**src/rtl/gate_pair_sequencer_if.sv**
```systemverilog
`default_nettype none
// ============================================================================
// Module      : gate_pair_sequencer_pkg / gate_pair_sequencer_if
// Description : Shared complex amplitude type, plus the bundle of control,
//               state-RAM and applicator signals used by gate_pair_sequencer.
//               The slave modport is the sequencer's view. The master modport
//               is the environment's view (controller, RAM and applicator).
// Ports       : start, target_qubit        -> sequencer (operation request)
//               busy, done, err, perf_cycles <- sequencer (status)
//               rd_en, rd_addr_a/b          <- sequencer; rd_data_a/b -> sequencer
//               app_in_1/2                  <- sequencer; app_out_1/2 -> sequencer
//               wr_en, wr_addr_a/b, wr_data_a/b <- sequencer
// Revision    : 1.0 - initial release
// ============================================================================

package gate_pair_sequencer_pkg;
  typedef struct packed {
    logic signed [15:0] re;
    logic signed [15:0] im;
  } complex_t;
endpackage

interface gate_pair_sequencer_if #(
  parameter int NUM_QUBITS = 3
);
  localparam int TQ_W = ($clog2(NUM_QUBITS) < 1) ? 1 : $clog2(NUM_QUBITS);

  logic                              start;
  logic [TQ_W-1:0]                   target_qubit;
  logic                              busy;
  logic                              done;
  logic                              err;
  logic                              rd_en;
  logic [NUM_QUBITS-1:0]             rd_addr_a;
  logic [NUM_QUBITS-1:0]             rd_addr_b;
  gate_pair_sequencer_pkg::complex_t rd_data_a;
  gate_pair_sequencer_pkg::complex_t rd_data_b;
  gate_pair_sequencer_pkg::complex_t app_in_1;
  gate_pair_sequencer_pkg::complex_t app_in_2;
  gate_pair_sequencer_pkg::complex_t app_out_1;
  gate_pair_sequencer_pkg::complex_t app_out_2;
  logic                              wr_en;
  logic [NUM_QUBITS-1:0]             wr_addr_a;
  logic [NUM_QUBITS-1:0]             wr_addr_b;
  gate_pair_sequencer_pkg::complex_t wr_data_a;
  gate_pair_sequencer_pkg::complex_t wr_data_b;
  logic [15:0]                       perf_cycles;

  modport master (
    output start, target_qubit, rd_data_a, rd_data_b, app_out_1, app_out_2,
    input  busy, done, err, rd_en, rd_addr_a, rd_addr_b, app_in_1, app_in_2,
    input  wr_en, wr_addr_a, wr_addr_b, wr_data_a, wr_data_b, perf_cycles
  );

  modport slave (
    input  start, target_qubit, rd_data_a, rd_data_b, app_out_1, app_out_2,
    output busy, done, err, rd_en, rd_addr_a, rd_addr_b, app_in_1, app_in_2,
    output wr_en, wr_addr_a, wr_addr_b, wr_data_a, wr_data_b, perf_cycles
  );
endinterface

`default_nettype wire

```
**src/rtl/gate_pair_sequencer.sv**
```systemverilog
`default_nettype none
// ============================================================================
// Module      : gate_pair_sequencer
// Description : Walks all amplitude pairs (i, i | 1<<target) of a
//               2^NUM_QUBITS state vector. Each pair is read from a dual-port
//               state RAM, fed to a fixed-latency gate applicator, and written
//               back, at one pair per cycle with no stalls.
//               FSM: IDLE -> ISSUE -> DRAIN -> DONE -> IDLE.
// Ports       : clk, rst (asynchronous, active-high)
//               bus : gate_pair_sequencer_if.slave. It carries start/target,
//                     status, the RAM read/write ports and the applicator links.
// Config      : `define GATE_SEQ_PERF_COUNTER_EN makes perf_cycles a
//               saturating busy-cycle counter. Otherwise it is tied to 0.
// Revision    : 1.0 - initial release
// ============================================================================

module gate_pair_sequencer
  import gate_pair_sequencer_pkg::*;
#(
  parameter int NUM_QUBITS  = 3,
  parameter int APP_LATENCY = 4
) (
  input  wire logic          clk,
  input  wire logic          rst,
  gate_pair_sequencer_if.slave bus
);

  localparam int TQ_W  = ($clog2(NUM_QUBITS) < 1) ? 1 : $clog2(NUM_QUBITS);
  localparam int P     = 2 ** (NUM_QUBITS - 1);
  localparam int J_W   = (NUM_QUBITS > 1) ? NUM_QUBITS - 1 : 1;
  // The read takes 1 cycle, the app_in register adds 1, then the applicator latency.
  localparam int DEPTH = 2 + APP_LATENCY;

  localparam logic [J_W-1:0]  J_LAST = J_W'(P - 1);
  localparam logic [TQ_W:0]   NQ_LIM = (TQ_W + 1)'(NUM_QUBITS);

  localparam logic [1:0] S_IDLE  = 2'd0;
  localparam logic [1:0] S_ISSUE = 2'd1;
  localparam logic [1:0] S_DRAIN = 2'd2;
  localparam logic [1:0] S_DONE  = 2'd3;

  logic [1:0]                             state_q, state_d;
  logic [J_W-1:0]                         j_q, j_d;
  logic [TQ_W-1:0]                        tgt_q, tgt_d;
  logic                                   err_q, err_d;
  logic [DEPTH-1:0]                       vld_q, vld_d;
  logic [DEPTH-1:0][NUM_QUBITS-1:0]       addr_a_q, addr_a_d;
  logic [DEPTH-1:0][NUM_QUBITS-1:0]       addr_b_q, addr_b_d;
  complex_t                               app_in_1_q, app_in_1_d;
  complex_t                               app_in_2_q, app_in_2_d;

  logic                                   start_idle;
  logic                                   tgt_ok;
  logic                                   issue;
  logic [NUM_QUBITS-1:0]                  jx;
  logic [NUM_QUBITS-1:0]                  low_mask;
  logic [NUM_QUBITS-1:0]                  pair_a;
  logic [NUM_QUBITS-1:0]                  pair_b;
  logic [NUM_QUBITS-1:0]                  rd_addr_a_w;
  logic [NUM_QUBITS-1:0]                  rd_addr_b_w;

  assign start_idle = (state_q == S_IDLE) && bus.start;
  assign tgt_ok     = ({1'b0, bus.target_qubit} < NQ_LIM);
  assign issue      = (state_q == S_ISSUE);

  // Pair index j with a zero inserted at bit tgt_q. The bits below the target
  // stay where they are, and the bits at or above it move up one position.
  assign jx          = NUM_QUBITS'(j_q);
  assign low_mask    = (NUM_QUBITS'(1) << tgt_q) - NUM_QUBITS'(1);
  assign pair_a      = ((jx & ~low_mask) << 1) | (jx & low_mask);
  assign pair_b      = pair_a | (NUM_QUBITS'(1) << tgt_q);
  assign rd_addr_a_w = issue ? pair_a : '0;
  assign rd_addr_b_w = issue ? pair_b : '0;

  // --------------------------------------------------------------------------
  // State register
  // --------------------------------------------------------------------------
  always_ff @(posedge clk or posedge rst) begin
    if (rst) begin
      state_q <= S_IDLE;
    end else begin
      state_q <= state_d;
    end
  end

  // --------------------------------------------------------------------------
  // Next-state logic
  // --------------------------------------------------------------------------
  always_comb begin
    state_d = state_q;
    case (state_q)
      S_IDLE: begin
        if (bus.start) begin
          state_d = tgt_ok ? S_ISSUE : S_DONE;
        end
      end
      S_ISSUE: begin
        if (j_q == J_LAST) begin
          state_d = S_DRAIN;
        end
      end
      // Leave DRAIN once the last write-back is on the bus this cycle.
      S_DRAIN: begin
        if (vld_d == '0) begin
          state_d = S_DONE;
        end
      end
      S_DONE:  state_d = S_IDLE;
      default: state_d = S_IDLE;
    endcase
  end

  // --------------------------------------------------------------------------
  // Output logic
  // --------------------------------------------------------------------------
  always_comb begin
    bus.busy      = (state_q == S_ISSUE) || (state_q == S_DRAIN);
    bus.done      = (state_q == S_DONE);
    bus.err       = err_q;
    bus.rd_en     = issue;
    bus.rd_addr_a = rd_addr_a_w;
    bus.rd_addr_b = rd_addr_b_w;
    bus.app_in_1  = app_in_1_q;
    bus.app_in_2  = app_in_2_q;
    bus.wr_en     = vld_q[DEPTH-1];
    bus.wr_addr_a = vld_q[DEPTH-1] ? addr_a_q[DEPTH-1] : '0;
    bus.wr_addr_b = vld_q[DEPTH-1] ? addr_b_q[DEPTH-1] : '0;
    bus.wr_data_a = vld_q[DEPTH-1] ? bus.app_out_1 : '0;
    bus.wr_data_b = vld_q[DEPTH-1] ? bus.app_out_2 : '0;
  end

  // --------------------------------------------------------------------------
  // Datapath: pair counter, error flag, app_in capture, valid/address pipeline
  // --------------------------------------------------------------------------
  always_comb begin
    j_d        = j_q;
    tgt_d      = tgt_q;
    err_d      = err_q;
    app_in_1_d = app_in_1_q;
    app_in_2_d = app_in_2_q;

    if (start_idle) begin
      tgt_d = bus.target_qubit;
      j_d   = '0;
      err_d = !tgt_ok;
    end else if (issue) begin
      j_d = j_q + J_W'(1);
    end

    // RAM data returns while vld_q[0] is set. Register it toward the applicator.
    if (vld_q[0]) begin
      app_in_1_d = bus.rd_data_a;
      app_in_2_d = bus.rd_data_b;
    end

    vld_d    = {vld_q[DEPTH-2:0], issue};
    addr_a_d = {addr_a_q[DEPTH-2:0], rd_addr_a_w};
    addr_b_d = {addr_b_q[DEPTH-2:0], rd_addr_b_w};
  end

  always_ff @(posedge clk or posedge rst) begin
    if (rst) begin
      j_q        <= '0;
      tgt_q      <= '0;
      err_q      <= 1'b0;
      vld_q      <= '0;
      addr_a_q   <= '0;
      addr_b_q   <= '0;
      app_in_1_q <= '0;
      app_in_2_q <= '0;
    end else begin
      j_q        <= j_d;
      tgt_q      <= tgt_d;
      err_q      <= err_d;
      vld_q      <= vld_d;
      addr_a_q   <= addr_a_d;
      addr_b_q   <= addr_b_d;
      app_in_1_q <= app_in_1_d;
      app_in_2_q <= app_in_2_d;
    end
  end

  // --------------------------------------------------------------------------
  // Busy-cycle counter
  // --------------------------------------------------------------------------
`ifdef GATE_SEQ_PERF_COUNTER_EN
  logic [15:0] perf_q, perf_d;

  always_comb begin
    perf_d = perf_q;
    if (start_idle) begin
      perf_d = '0;
    end else if (((state_q == S_ISSUE) || (state_q == S_DRAIN)) && (perf_q != 16'hFFFF)) begin
      perf_d = perf_q + 16'd1;
    end
  end

  always_ff @(posedge clk or posedge rst) begin
    if (rst) begin
      perf_q <= '0;
    end else begin
      perf_q <= perf_d;
    end
  end

  assign bus.perf_cycles = perf_q;
`else
  assign bus.perf_cycles = '0;
`endif

endmodule

`default_nettype wire

```
**src/flat_wrapper.sv**
```systemverilog
// flat-port wrapper written by rule: the top's interface ports become plain ports
module gate_pair_sequencer_flat import gate_pair_sequencer_pkg::*;
#(
  parameter int NUM_QUBITS  = 3,
  parameter int APP_LATENCY = 4
)
  (clk, rst, bus_start, bus_target_qubit, bus_rd_data_a, bus_rd_data_b, bus_app_out_1, bus_app_out_2, bus_busy, bus_done, bus_err, bus_rd_en, bus_rd_addr_a, bus_rd_addr_b, bus_app_in_1, bus_app_in_2, bus_wr_en, bus_wr_addr_a, bus_wr_addr_b, bus_wr_data_a, bus_wr_data_b, bus_perf_cycles);
  gate_pair_sequencer_if #(.NUM_QUBITS(NUM_QUBITS)) bus_i ();
  input  wire logic clk;
  input  wire logic rst;
  input wire logic [$bits(bus_i.start)-1:0] bus_start;
  input wire logic [$bits(bus_i.target_qubit)-1:0] bus_target_qubit;
  input wire logic [$bits(bus_i.rd_data_a)-1:0] bus_rd_data_a;
  input wire logic [$bits(bus_i.rd_data_b)-1:0] bus_rd_data_b;
  input wire logic [$bits(bus_i.app_out_1)-1:0] bus_app_out_1;
  input wire logic [$bits(bus_i.app_out_2)-1:0] bus_app_out_2;
  output wire logic [$bits(bus_i.busy)-1:0] bus_busy;
  output wire logic [$bits(bus_i.done)-1:0] bus_done;
  output wire logic [$bits(bus_i.err)-1:0] bus_err;
  output wire logic [$bits(bus_i.rd_en)-1:0] bus_rd_en;
  output wire logic [$bits(bus_i.rd_addr_a)-1:0] bus_rd_addr_a;
  output wire logic [$bits(bus_i.rd_addr_b)-1:0] bus_rd_addr_b;
  output wire logic [$bits(bus_i.app_in_1)-1:0] bus_app_in_1;
  output wire logic [$bits(bus_i.app_in_2)-1:0] bus_app_in_2;
  output wire logic [$bits(bus_i.wr_en)-1:0] bus_wr_en;
  output wire logic [$bits(bus_i.wr_addr_a)-1:0] bus_wr_addr_a;
  output wire logic [$bits(bus_i.wr_addr_b)-1:0] bus_wr_addr_b;
  output wire logic [$bits(bus_i.wr_data_a)-1:0] bus_wr_data_a;
  output wire logic [$bits(bus_i.wr_data_b)-1:0] bus_wr_data_b;
  output wire logic [$bits(bus_i.perf_cycles)-1:0] bus_perf_cycles;
  assign bus_i.start = bus_start;
  assign bus_i.target_qubit = bus_target_qubit;
  assign bus_i.rd_data_a = bus_rd_data_a;
  assign bus_i.rd_data_b = bus_rd_data_b;
  assign bus_i.app_out_1 = bus_app_out_1;
  assign bus_i.app_out_2 = bus_app_out_2;
  assign bus_busy = bus_i.busy;
  assign bus_done = bus_i.done;
  assign bus_err = bus_i.err;
  assign bus_rd_en = bus_i.rd_en;
  assign bus_rd_addr_a = bus_i.rd_addr_a;
  assign bus_rd_addr_b = bus_i.rd_addr_b;
  assign bus_app_in_1 = bus_i.app_in_1;
  assign bus_app_in_2 = bus_i.app_in_2;
  assign bus_wr_en = bus_i.wr_en;
  assign bus_wr_addr_a = bus_i.wr_addr_a;
  assign bus_wr_addr_b = bus_i.wr_addr_b;
  assign bus_wr_data_a = bus_i.wr_data_a;
  assign bus_wr_data_b = bus_i.wr_data_b;
  assign bus_perf_cycles = bus_i.perf_cycles;
  gate_pair_sequencer #(.NUM_QUBITS(NUM_QUBITS), .APP_LATENCY(APP_LATENCY)) u_core (.clk(clk), .rst(rst), .bus(bus_i));
endmodule
```
**config.mk**
```make
export PLATFORM = sky130hd
export DESIGN_NAME = gate_pair_sequencer_flat
export DESIGN_NICKNAME = d
export VERILOG_FILES = /design/src/rtl/gate_pair_sequencer_if.sv /design/src/rtl/gate_pair_sequencer.sv /design/src/flat_wrapper.sv
export SDC_FILE = /design/constraint.sdc
export NUM_CORES = 1
export LEC_CHECK = 0
export BUFFER_PORTS_ARGS = -buffer_cell sky130_fd_sc_hd__buf_4
export CORE_MARGIN = 8
export CORE_UTILIZATION = 35
export DETAILED_ROUTE_END_ITERATION = 6
export PLACE_DENSITY = 0.68
export SLEW_MARGIN = 25
export SYNTH_ARGS = -nofsm -noshare
export SYNTH_HDL_FRONTEND = slang
export SYNTH_SLANG_ARGS = --single-unit
```
**constraint.sdc**
```tcl
create_clock -name clk -period 4.3 [get_ports clk]
set_input_delay 0.43 -clock clk [delete_from_list [all_inputs] [get_ports clk]]
set_output_delay 0.43 -clock clk [all_outputs]
set_load 0.01 [all_outputs]
```
---- Yosys cells after proc, flatten, opt, wreduce, memory -nomap -nowiden ----
Cells that the tools add are included.
storage, ports and cells
  register bits after elaboration ......... 113
  bits of input ports ..................... 133
  output and inout port bits .............. 161
  word-level logic and storage cells ...... 57
cells by class
  $add $sub $neg .......................... 2
  $lt $le $gt $ge ......................... 1
  eq/ne operators ......................... 7
  shift-type cells ........................ 1
  muxes and demuxes ....................... 13
  bitwise gates (word level) .............. 5
  reduce and logical (&&, ||, !) cells .... 7
operator list
  cell                 count
  $mux 32              2
  $mux 2               6
  $mux 3               4
  $pmux 2 s4           1
  $eq 2x2->1 const B   3
  $logic_not 6->1      1
  $or 3x3->3           2
  $ne 2x2->1 const B   2
  $and 2x3->3          1
  $reduce_and 3->1     1
  $shl 1x2->3 const A  1
  $sub 3x2->3 const B  1
  $add 2x1->2 const B  1
  $and 2x2->2          1
  $eq 2x1->1 const B   1
  $logic_not 2->1      1
  $lt 2x2->1 const B   1
  $ne 2x1->1 const B   1
  $not 2->2            1
  $reduce_bool 2->1    1
  $logic_and 1x1->1    1
  $logic_not 1->1      1
  $logic_or 1x1->1     1

---- Depth between registers and ports, before layout ----
Gate-level depths: netlist of run 1.
  word-level depth ........................ 7
  gate-level depth with buffers ........... 6
  depth with buffers taken out ............ 5

---- Least setup slack after synthesis of run 1 ----
OpenSTA, ideal clock, no wires.
  path type ............................... register -> output
  start point ............................. reg u_core.state_q[1]
  end point ............................... out bus_rd_addr_b[1]
  arrival time ............................ 1242 ps
  required time ........................... 3870 ps
  path slack .............................. 2628 ps
  stages on the path, launching flop included .. 6
  buffers on the path ..................... 2
  cells stage by stage .................... dfrtp_1 > inv_1 > ha_1 > buf_6 > a21boi_0 > buf_4
RTL lines
  what                      RTL line                   RTL
  start: declaration        gate_pair_sequencer.sv:42  logic [1:0] state_q, state_d;
  start signal: assignment  gate_pair_sequencer.sv:82  state_q <= state_d;
  end: declaration          flat_wrapper.sv:22         output wire logic [$bits(bus_i.rd_addr_b)-1:0] bus_rd_addr_b;

---- Worst setup path in the final report of run 1 ----
  start point ............................. reg u_core.vld_q[5]
  end point ............................... out bus_wr_data_b[7]
on the way
  longest elaborated chain between the ends .. 1
ends and longest elaborated chain
  what                      RTL line                    RTL
  start: declaration        gate_pair_sequencer.sv:46   logic [DEPTH-1:0] vld_q, vld_d;
  start signal: assignment  gate_pair_sequencer.sv:175  vld_q <= vld_d;
  $mux 32                   gate_pair_sequencer.sv:129  bus.wr_data_b = vld_q[DEPTH-1] ? bus.app_out_2 : '0;
  end: declaration          flat_wrapper.sv:29          output wire logic [$bits(bus_i.wr_data_b)-1:0] bus_wr_data_b;
No other way between the ends.

==> results of run 1 <==
## cell usage in the layout (no fill, tap or decap), drive strengths merged, types with 2 or more instances in the layout
master  instances
mux2           66
inv             4
nand2b          3
buf           281
nand2           5
dfrtp         113
ha              6
a21oi           3
clkbuf         24
nor2b           2
clkinv          5
conb           16
nor2            4
and2           71
mux2i           3
o21ai           2
## routing by layer
metal | routed length, um | track usage | share of wire
met1 | 4280 | 0.143 | 0.32
met2 | 7360 | 0.289 | 0.55
met3 | 1440 | 0.0636 | 0.11
met4 | 357 | 0.0745 | 0.027
met5 | 0 | 0 | 0
## power by group
| part | switching [mW] | internal (mW) | total [mW] |
|---|---|---|---|
| clock | 0.430 | 0.857 | 1.29 |
| combinational | 0.873 | 1.19 | 2.06 |
| sequential | 0.317 | 1.56 | 1.88 |
| total | 1.62 | 3.60 | 5.22 |
## cells by family (layout without fill, tap and decap cells)
family | Yosys count | after routing | share of synthesized area
AOI/OAI and AO/OA | 10 | 10 | 0.0181
xor gates and xnor gates | 1 | 1 | 0.00192
other | 1 | 16 | 0.000821
muxes | 69 | 69 | 0.169
and+or+nand+nor | 87 | 87 | 0.116
buffers and inverters | 41 | 315 | 0.0586
adders and majority gates | 6 | 6 | 0.0164
DFF | 113 | 113 | 0.619
## Yosys cell counts (all sizes together)
cell type	instances
ha	6
conb	1
mux2i	3
o21a	1
a31oi	1
a21oi	3
and2	71
clkbuf	7
nand2	5
a21boi	1
nor3b	1
inv	4
xnor2	1
buf	30
a32oi	1
nand2b	3
o41ai	1
nor2b	2
nand4	1
nor2	4
mux2	66
o21ai	2
dfrtp	113
## worst min path at each step
| stage | start | slack, ns | end | cells past startpoint |
|---|---|---|---|---|
| 2_1_floorplan | u_core.addr_a_d[7] | 0.33 | u_core.addr_a_d[10] | 0 |
| 3_3_place_gp | u_core.addr_b_d[11] | 0.34 | u_core.addr_b_d[14] | 0 |
| 3_5_place_dp | u_core.addr_a_d[7] | 0.33 | u_core.addr_a_d[10] | 0 |
| 4_1_cts | rst | 0.03 | u_core.bus.app_in_1[30] | 2 |
| 5_1_grt | rst | 0.06 | u_core.bus.app_in_2[13] | 2 |
| 6_report | rst | 0.03 | u_core.bus.app_in_1[31] | 2 |
## flip-flops by register name, summed over array words and instances, names as in the netlist, 3 cells and up
signal / cells
u_core.bus.app_in_1: 32
u_core.addr_a_q: 3
u_core.addr_b_d: 15
u_core.vld_q: 6
u_core.addr_a_d: 15
u_core.addr_b_q: 3
u_core.bus.app_in_2: 32
## per-stage QoR
step	utilization	area, um^2	hold WS [ns]	setup WS, ns	power (mW)
2_1_floorplan	-	4630	0.331	0.883	2.94
3_3_place_gp	0.529	6700	0.336	2.42	3.94
3_5_place_dp	0.529	6700	0.335	2.29	4.01
4_1_cts	0.573	7260	0.0329	1.87	5.33
5_1_grt	0.573	7260	0.0561	1.71	5.56
6_report	0.573	7260	0.0341	1.91	5.22
## worst register-to-register path, cell delays in order, from the launching register on
cell,delay (ns)
dfrtp_2,0.77
buf_4,0.57
mux2_2,0.42
## cell type report
cell class / count / area share
Multi-Input combinational cell: 189 / 0.211
Inverter: 4 / 0.00241
Timing Repair Buffer: 281 / 0.291
Clock buffer: 24 / 0.0691
Clock inverter: 6 / 0.00758
Sequential cell: 113 / 0.390
Tap cell: 172 / 0.0297
==> summary.md, run 1 <==
| Metric | Value |
|---|---|
| Maximum clock frequency | 418 MHz |
| Area contributors post-synth | dfrtp_1 62%, mux2_2 16%, and2_1 9.6% |
| Crit start category | flop |
| Drt via density | 4.30 |
| Crit path cell chain | buf_4, and2_1, buf_4 |
| Normalized max-slew margin | 0.419 |
| Yosys warning count | 0 |
| CP startpoint | u_core.vld_q[5] |
| First-pass GRT wire length | 19900 um |
| Clock slew seen by the registers of the worst setup and hold paths | 0.05 ns |
| Drt pass-1 iters | 3 |
| Reg-to-Reg Start | u_core.vld_q[0] |
| CTS H-tree depth | 4 |
| Slowest Stage Delay on Critical Path | 0.90 ns |
| Post-Place Cells | 759 |
| Unrepaired setup endpoints after global routing | no |
| Slowest-stage cell, CP | dfrtp_1 |
| Gr usage total | 0.155 |
| Die Ht | 130 um |
| Iteration-0 DRC count of the detailed router | 95 |
| Register area | 2830 um^2 |
| Clock tree buffer depth | 2 |
| Final ANT Viol Nets | 0 |
| Final slew viol count | 0 |
| Post-synthesis sequential area ratio | 0.619 |
| Ant. Diodes | 0 |
| Clk sinks | 113 |
| Routed len/inst | 17.0 um |
| TNS Setup | 0 ns |
| CP arrival | 1.96 ns |
| Tmin final | 2.39 ns |
| CTS Buf Count | 17 |
| Synth top area share | 0.619 |
| Final setup fails | 0 |
| Multi-input gate area | 1530 um^2 |
| Share of layout cells above drive strength 1 | 0.616 |
| Mean Syn Cell Area | 13.9 um^2 |
| Post-route DRC | 0 |
| Worst path depth | 3 |
| Pwr per Cell Area | 720 nW/um^2 |
| Final wirelength | 13400 um |
| CP most frequent cell | buf_4 |
| Die X-Extent | 130 um |
| R2R cell count | 2 |
| Clk root buf | clkbuf_16 |
| Area Overhead vs Synth | 58.8% |
| Setup Crit Path Kind | flop to primary output |
| Distinct cells, synth | 26 |
| Worst-case clock skew | 0.00575 ns |
| Mapped Cells | 328 |
| Hold Crit Class | primary input to async pin |
| Core area | 12700 um^2 |
| Final std cells w/o fill | 789 |
| Initial Utilization | 0.361 |
| Maximum VDD drop | 343 uV |
| Vias in the first global route | 3680 |
| Crit path buf inv count | 2 |
| Largest net degree at the start of global routing | 55 |
| Period Utilization, post-route | 0.556 |
| Vias | 3396 |
| I/O pin total | 294 |
| Static leakage power | 3.71 nW |
| Clock Latency Late Sink | 0.40 ns |
| Die ar. | 17000 um^2 |
| Fill cell count | 1125 |
| Worst path required time | 3.87 ns |
| Endpoints failing hold | 0 |
| Slew @ Worst Pin | 0.872 ns |
| CTS Hold Buffers Added | 0 |
| Critical Path End Type | primary output |
| Leading area contributor after synthesis | dfrtp_1 |
| Total of max-cap violations | 0 |
| CTS tree | built |
| Post-synthesis instance area | 4570 um^2 |
| Crit path max-delay family | flip-flops |
| Crit-path max FO | 44 |
| IO Port Bufs | 277 |
| Status | finished, final reports clean |
| GRT overflow | 0 |
| #FFs+latches synth | 113 |
| Post-DP HPWL | 10900 um |
| Gp weighted congestion | 0.840 |
| Row count | 41 |
| Initial antenna violation count | 0 |
| NumNets Final | 745 |
| Reg2Reg Setup Slack | 2.42 ns |
| CP Capture Point | bus_wr_data_b[7] |
| # resized after CTS | 0 |
| Postcts setup bufs | 0 |
| Critical R2R Capture | u_core.bus.app_in_1[6] |
No activity file was read; power rests on OpenSTA's default activity.
==> inputs of run 2 (changes only) <==
- ABC_AREA: unset -> 1
- PLACE_DENSITY: 0.68 -> 0.67
- clock period: 4.3 -> 2.2 ns (I/O delays scaled with it)
==> summary.md, run 2 <==
| Metric | Value |
|---|---|
| CTS H-tree depth | 4 (unchanged) |
| Vias | 3743 (was 3396) |
| #FFs+latches synth | 113 (unchanged) |
| Critical Path End Type | primary output (unchanged) |
| Int Power | 7.63 mW (was 3.60 mW) |
| Clock network fraction of design power | 0.239 (was 0.246) |
| FFs w/ async S/R, synth | 1.00 (unchanged) |
| TNS Setup | 0 ns (unchanged) |
| Pwr per Cell Area | 1480 nW/um^2 (was 720 nW/um^2) |
| Synth top area share | 0.584 (was 0.619) |
| Drt via density | 4.23 (was 4.30) |
| Clock tree buffer depth | 2 (unchanged) |
| Die X-Extent | 134 um (was 130 um) |
| Most common cell after layout, fill and taps aside | buf_4 (unchanged) |
| Gr usage total | 0.160 (was 0.155) |
| First-pass GRT wire length | 22100 um (was 19900 um) |
| Area contributors post-synth | dfrtp_1 58%, mux2_4 16%, nand2_1 6.5% (was dfrtp_1 62%, mux2_2 16%, and2_1 9.6%) |
| Final WS setup | 0.164 ns (was 1.91 ns) |
| Core area | 13700 um^2 (was 12700 um^2) |
| Switch share | 0.322 (was 0.310) |
| XOR/XNOR share of the synthesized area | 0 (was 0.00192) |
| Ant. Diodes | 0 (unchanged) |
| Worst path required time | 1.98 ns (was 3.87 ns) |
| Largest family of logic cells by synthesized area | multiplexers (unchanged) |
| Initial Utilization | 0.353 (was 0.361) |
| GRT overflow | 0 (unchanged) |
| Static leakage power | 4.47 nW (was 3.71 nW) |
| Share of layout cells above drive strength 1 | 0.547 (was 0.616) |
| Worst-case clock skew | 0.0138 ns (was 0.00575 ns) |
| Top-count cell post-synth | dfrtp_1 (unchanged) |
| Post-route DRC | 0 (unchanged) |
| Tmin final | 2.04 ns |
| CTS tree | built (unchanged) |
| Postcts setup bufs | 0 (unchanged) |
| Iteration-0 DRC count of the detailed router | 80 (was 95) |
| Combinational share of power | 0.435 (was 0.394) |
| Post-synthesis instance area | 4840 um^2 (was 4570 um^2) |
| CTS Buf Count | 17 (unchanged) |
| Commonest cells after routing, fill and taps aside | 281 x buf_4, 111 x dfrtp_1, 84 x nand2_1, 76 x inv_1, 50 x mux2_4 (was 281 x buf_4, 112 x dfrtp_1, 70 x and2_1, 66 x mux2_2, 17 x clkbuf_16) |
| Final setup fails | 0 (unchanged) |
| Crit-path max FO | 10 (was 44) |
| IO Port Bufs | 277 (unchanged) |
| Post-DP HPWL | 11700 um (was 10900 um) |
| Final slew viol count | 0 (unchanged) |
| Distinct cells, synth | 21 (was 26) |
| Design Power | 11.3 mW (was 5.22 mW) |
| Largest net degree at the start of global routing | 58 (was 55) |
| Mean Syn Cell Area | 11.8 um^2 (was 13.9 um^2) |
| I/O pin total | 294 (unchanged) |
| Switching power | 3.63 mW (was 1.62 mW) |
| Die ar. | 17900 um^2 (was 17000 um^2) |
| NumNets Final | 831 (was 745) |
| Total of max-cap violations | 0 (unchanged) |
| Mux cell area share after synthesis | 0.188 (was 0.169) |
| Period Utilization, post-route | 0.926 |
| List of most frequent post-synthesis cells | 113 x dfrtp_1, 84 x nand2_1, 77 x inv_1 (was 113 x dfrtp_1, 70 x and2_1, 66 x mux2_2) |
| CP arrival | 1.82 ns (was 1.96 ns) |
| Final wirelength | 14500 um (was 13400 um) |
| Synth Area in Compound Gates | 0.0134 (was 0.0181) |
| Min Hold Slack | 0.0490 ns (was 0.0341 ns) |
| Setup Crit Path Kind | flop to primary output (unchanged) |
| Maximum clock frequency | 491 MHz |
| Slew @ Worst Pin | 0.510 ns (was 0.872 ns) |
| Row count | 43 (was 41) |
| Vias in the first global route | 3919 (was 3680) |
| Clk root buf | clkbuf_16 (unchanged) |
| Final ANT Viol Nets | 0 (unchanged) |
| Synth Area in Adders | 0.0155 (was 0.0164) |
| Status | finished, final reports clean (unchanged) |
| Normalized max-slew margin | 0.660 (was 0.419) |
| Clk sinks | 113 (unchanged) |
| Post-synthesis sequential area ratio | 0.584 (was 0.619) |
| Mapped Cells | 411 (was 328) |
| Fill cell count | 1186 (was 1125) |
| Crit start category | flop (unchanged) |
| EDFF count, synth | 0 (unchanged) |
| Gp weighted congestion | 0.881 (was 0.840) |
| Clock Latency Late Sink | 0.40 ns (about the same) |
| Yosys warning count | 0 (unchanged) |
| Endpoints failing hold | 0 (unchanged) |
| Dpl ws | 0.478 ns (was 2.29 ns) |
| Die Ht | 134 um (was 130 um) |
| Hold Crit Class | primary input to flop (was primary input to async pin) |
| Routed len/inst | 16.4 um (was 17.0 um) |
| Clock slew seen by the registers of the worst setup and hold paths | 0.05 ns (about the same) |
| Reg power frac | 0.326 (was 0.359) |
| Post-synthesis simple-gate area fraction | 0.0801 (was 0.116) |
| Leading area contributor after synthesis | dfrtp_1 (unchanged) |
| Maximum VDD drop | 925 uV (was 343 uV) |
| Post-synth top flop | dfrtp_1 (unchanged) |
| Unrepaired setup endpoints after global routing | no (unchanged) |
| Area Overhead vs Synth | 57.1% (was 58.8%) |
| Drt pass-1 iters | 6 (was 3) |
| Initial antenna violation count | 1 (was 0) |
==> run 2: cell count changes after synthesis, moves of 7 or more <==
cell     before  now
nor2_1        4   11
buf_2         1    8
mux2_4        0   50
and2_1       70    0
inv_1         4   77
nand2_1       5   84
mux2_2       66   14
==> run 2: layer usage <==
layer,part of all wire,vias to the layer above,global-route usage
met5,0.00090,-,0
met4,0.018,2,0.0630
met3,0.081,20,0.0610
met2,0.53,167,0.283
met1,0.37,1784,0.169
li1,-,1770,-
==> run 2: power groups by stage <==
stage	Combinational, mW	Sequential [mW]	Clock (mW)
after floorplan	2.65	3.78	0
after global placement	4.89	3.66	0
after detailed placement	4.97	3.69	0
after CTS	5.00	3.68	2.76
after global routing	5.29	3.79	2.88
final	4.90	3.67	2.69
==> run 2: critical path, cell delays in order (launching register included) <==
cell,delay [ns]
dfrtp_1,0.41
inv_1,0.11
ha_2,0.30
inv_2,0.09
nor3_2,0.22
a31o_2,0.15
buf_4,0.12
==> run 2: cells by family after synthesis <==
kind of cell	Yosys count
compound gates	11
mux	64
buf+inv	116
flops	113
simple gates	100
other cells	1
fa+ha+maj	6
==> run 2: repair_timing <==
item                                    CTS  global route
resized for setup                         0             1
endpoints found under the hold margin    16             0
hold buffers                              1             0
endpoints found under the setup margin    0             1
==> run 2: worst paths after layout <==
path,from,slack (ns),cells past startpoint,end
worst max-delay path,u_core.state_q[1],0.16,6,bus_rd_addr_b[2]
worst min-delay path,bus_rd_data_a[3],0.05,2,u_core.bus.app_in_1[3]
worst max register to register,u_core.vld_q[0],0.78,2,u_core.bus.app_in_2[12]
worst min register to register,u_core.addr_a_d[6],0.34,0,u_core.addr_a_d[9]
max in group asynchronous,rst,0.99,4,u_core.bus.app_in_2[30]
min in group asynchronous,rst,0.37,3,u_core.bus.app_in_1[3]
==> run 2: final cells by class <==
class                   instances  area [um^2]  area share
clock buffers                  21          450      0.0592
clock inverters                10          139      0.0183
repair buffers                284         2160       0.284
inverters                      79          300      0.0395
flip-flops and latches        113         2830       0.372
well taps                     180          225      0.0296
multi-input cells             197         1500       0.197
==> run 2: through the flow <==
stage / instances / utilization / instance area (um^2)
CTS: 884 / 0.554 / 7600
global placement: 852 / 0.511 / 7000
global route: 884 / 0.554 / 7610
finish: 884 / 0.554 / 7610
detailed placement: 852 / 0.511 / 7000
floorplan: 426 / - / 4900
==> inputs of run 3 (changes only) <==
- CORE_ASPECT_RATIO: unset -> 1.5
==> summary.md, run 3 (synthesis results as in run 2) <==
| Metric | Value |
|---|---|
| Gr usage total | 0.187 (was 0.160) |
| Drt pass-1 iters | 4 (was 6) |
| Crit-path max FO | 10 (unchanged) |
| Area Overhead vs Synth | 57.8% (was 57.1%) |
| Die X-Extent | 112 um (was 134 um) |
| NumNets Final | 832 (was 831) |
| Reg power frac | 0.319 (was 0.326) |
| GRT overflow | 0 (unchanged) |
| Worst-case clock skew | 0.0131 ns (was 0.0138 ns) |
| Switching power | 3.83 mW (was 3.63 mW) |
| Combinational share of power | 0.439 (was 0.435) |
| Routed len/inst | 19.2 um (was 16.4 um) |
| Critical Path End Type | primary output (unchanged) |
| Vias | 3806 (was 3743) |
| Final Core Density | 0.565 (was 0.554) |
| Vias in the first global route | 4289 (was 3919) |
| Final slew viol count | 0 (unchanged) |
| Final std cells w/o fill | 869 (was 884) |
| Row count | 52 (was 43) |
| Die ar. | 17900 um^2 (about the same) |
| Static leakage power | 4.48 nW (was 4.47 nW) |
| Drt via density | 4.38 (was 4.23) |
| Final WS setup | 0.204 ns (was 0.164 ns) |
| Final ANT Viol Nets | 0 (unchanged) |
| Reg2Reg Setup Slack | 0.74 ns (was 0.78 ns) |
| Core area | 13500 um^2 (was 13700 um^2) |
| Reg-to-Reg Start | u_core.vld_q[0] (unchanged) |
| Total of max-cap violations | 0 (unchanged) |
| Post-route DRC | 0 (unchanged) |
| Clock slew seen by the registers of the worst setup and hold paths | 0.06 ns (was 0.05 ns) |
| CTS Buf Count | 17 (unchanged) |
| Hold Crit Class | primary input to flop (unchanged) |
| Setup Crit Path Kind | flop to primary output (unchanged) |
| Post-DP HPWL | 13400 um (was 11700 um) |
| Int Power | 7.71 mW (was 7.63 mW) |
| Die Ht | 160 um (was 134 um) |
| Clock network fraction of design power | 0.242 (was 0.239) |
| Pwr per Cell Area | 1510 nW/um^2 (was 1480 nW/um^2) |
| I/O pin total | 294 (unchanged) |
| Largest net degree at the start of global routing | 72 (was 58) |
| Crit start category | flop (unchanged) |
| Clk root buf | clkbuf_16 (unchanged) |
| Critical R2R Capture | u_core.bus.app_in_2[16] (was u_core.bus.app_in_2[12]) |
| Clock Latency Late Sink | 0.41 ns (was 0.40 ns) |
| Gp weighted congestion | 0.896 (was 0.881) |
| Most common cell after layout, fill and taps aside | buf_4 (unchanged) |
| Initial Utilization | 0.358 (was 0.353) |
| Final instance area | 7640 um^2 (was 7610 um^2) |
| Worst path required time | 1.98 ns (about the same) |
| First-pass GRT wire length | 25200 um (was 22100 um) |
| CP startpoint | u_core.state_q[1] (unchanged) |
| CTS H-tree depth | 4 (unchanged) |
| R2R cell count | 2 (unchanged) |
| Status | finished, final reports clean (unchanged) |
| Cell area after placement | 7000 um^2 (about the same) |
| Register area | 2830 um^2 (unchanged) |
| Maximum clock frequency | 501 MHz (was 491 MHz) |
| Slew @ Worst Pin | 0.624 ns (was 0.510 ns) |
| Design Power | 11.5 mW (was 11.3 mW) |
| Final wirelength | 16700 um (was 14500 um) |
| Min Hold Slack | 0.0365 ns (was 0.0490 ns) |
| Clk sinks | 113 (unchanged) |
| Unrepaired setup endpoints after global routing | no (unchanged) |
| CTS tree | built (unchanged) |
| Switch share | 0.332 (was 0.322) |
| Normalized max-slew margin | 0.583 (was 0.660) |
| Iteration-0 DRC count of the detailed router | 160 (was 80) |
| Period Utilization, post-route | 0.907 (was 0.926) |
| Clock tree buffer depth | 2 (unchanged) |
| Tmin final | 2.00 ns (was 2.04 ns) |
| Initial antenna violation count | 1 (unchanged) |
| CP arrival | 1.78 ns (was 1.82 ns) |
| Endpoints failing hold | 0 (unchanged) |
| Post-Place Cells | 835 (was 852) |
| Commonest cells after routing, fill and taps aside | 281 x buf_4, 111 x dfrtp_1, 84 x nand2_1, 76 x inv_1, 50 x mux2_4 (unchanged) |
| Dpl ws | 0.440 ns (was 0.478 ns) |
| Final setup fails | 0 (unchanged) |
| Share of layout cells above drive strength 1 | 0.551 (was 0.547) |
| Maximum VDD drop | 825 uV (was 925 uV) |
| Multi-input gate area | 1510 um^2 (was 1500 um^2) |
| Fill cell count | 1149 (was 1186) |
| CP Capture Point | bus_rd_addr_b[2] (unchanged) |
| IO Port Bufs | 277 (unchanged) |
| TNS Setup | 0 ns (unchanged) |
-- run 3: cell type report --
cell class                      count  area share
Sequential cell                   113       0.371
Clock inverter                     12      0.0205
Timing Repair Buffer              285       0.285
Inverter                           79      0.0393
Multi-Input combinational cell    197       0.198
Tap cell                          162      0.0265
Clock buffer                       20      0.0598
Antenna cell                        1    0.000328
-- run 3: per-layer routing --
metal,track usage,wire length (um)
met1,0.167,5450
met2,0.329,8700
met3,0.121,2210
met4,0.0733,352
met5,0,0
-- run 3: worst min-delay path by stage --
stage | end | startpoint | slack, ns | depth (start not counted)
floorplan | u_core.addr_a_d[10] | u_core.addr_a_d[7] | 0.33 | 0
global placement | u_core.vld_q[4] | rst | 0.34 | 2
detailed placement | u_core.vld_q[4] | rst | 0.34 | 2
CTS | u_core.bus.app_in_1[1] | bus_rd_data_a[1] | 0.02 | 2
global route | u_core.bus.app_in_1[1] | bus_rd_data_a[1] | 0.02 | 2
finish | u_core.bus.app_in_1[1] | bus_rd_data_a[1] | 0.04 | 2
-- run 3: repair_timing --
item | 4_1_cts | 5_1_grt
setup endpoints to repair | 1 | 1
pin swaps | 0 | 0
hold endpoints to repair | 27 | 0
hold buffers | 1 | 0
setup buffers | 0 | 0
gates resized for setup | 1 | 1
-- run 3: critical path: stages, from the launching register on --
cell and delay [ns]:
dfrtp_1 0.42, inv_1 0.15, ha_4 0.22, inv_2 0.08, nor3_2 0.23, a31o_2 0.15
buf_4 0.11
-- run 3: power groups by stage --
stage / Clock (mW) / Sequential (mW) / Combinational, mW
final: 2.79 / 3.69 / 5.06
after global routing: 2.96 / 3.82 / 5.47
after CTS: 2.85 / 3.70 / 5.16
after detailed placement: 0 / 3.70 / 5.13
after global placement: 0 / 3.65 / 5.02
after floorplan: 0 / 3.78 / 2.65
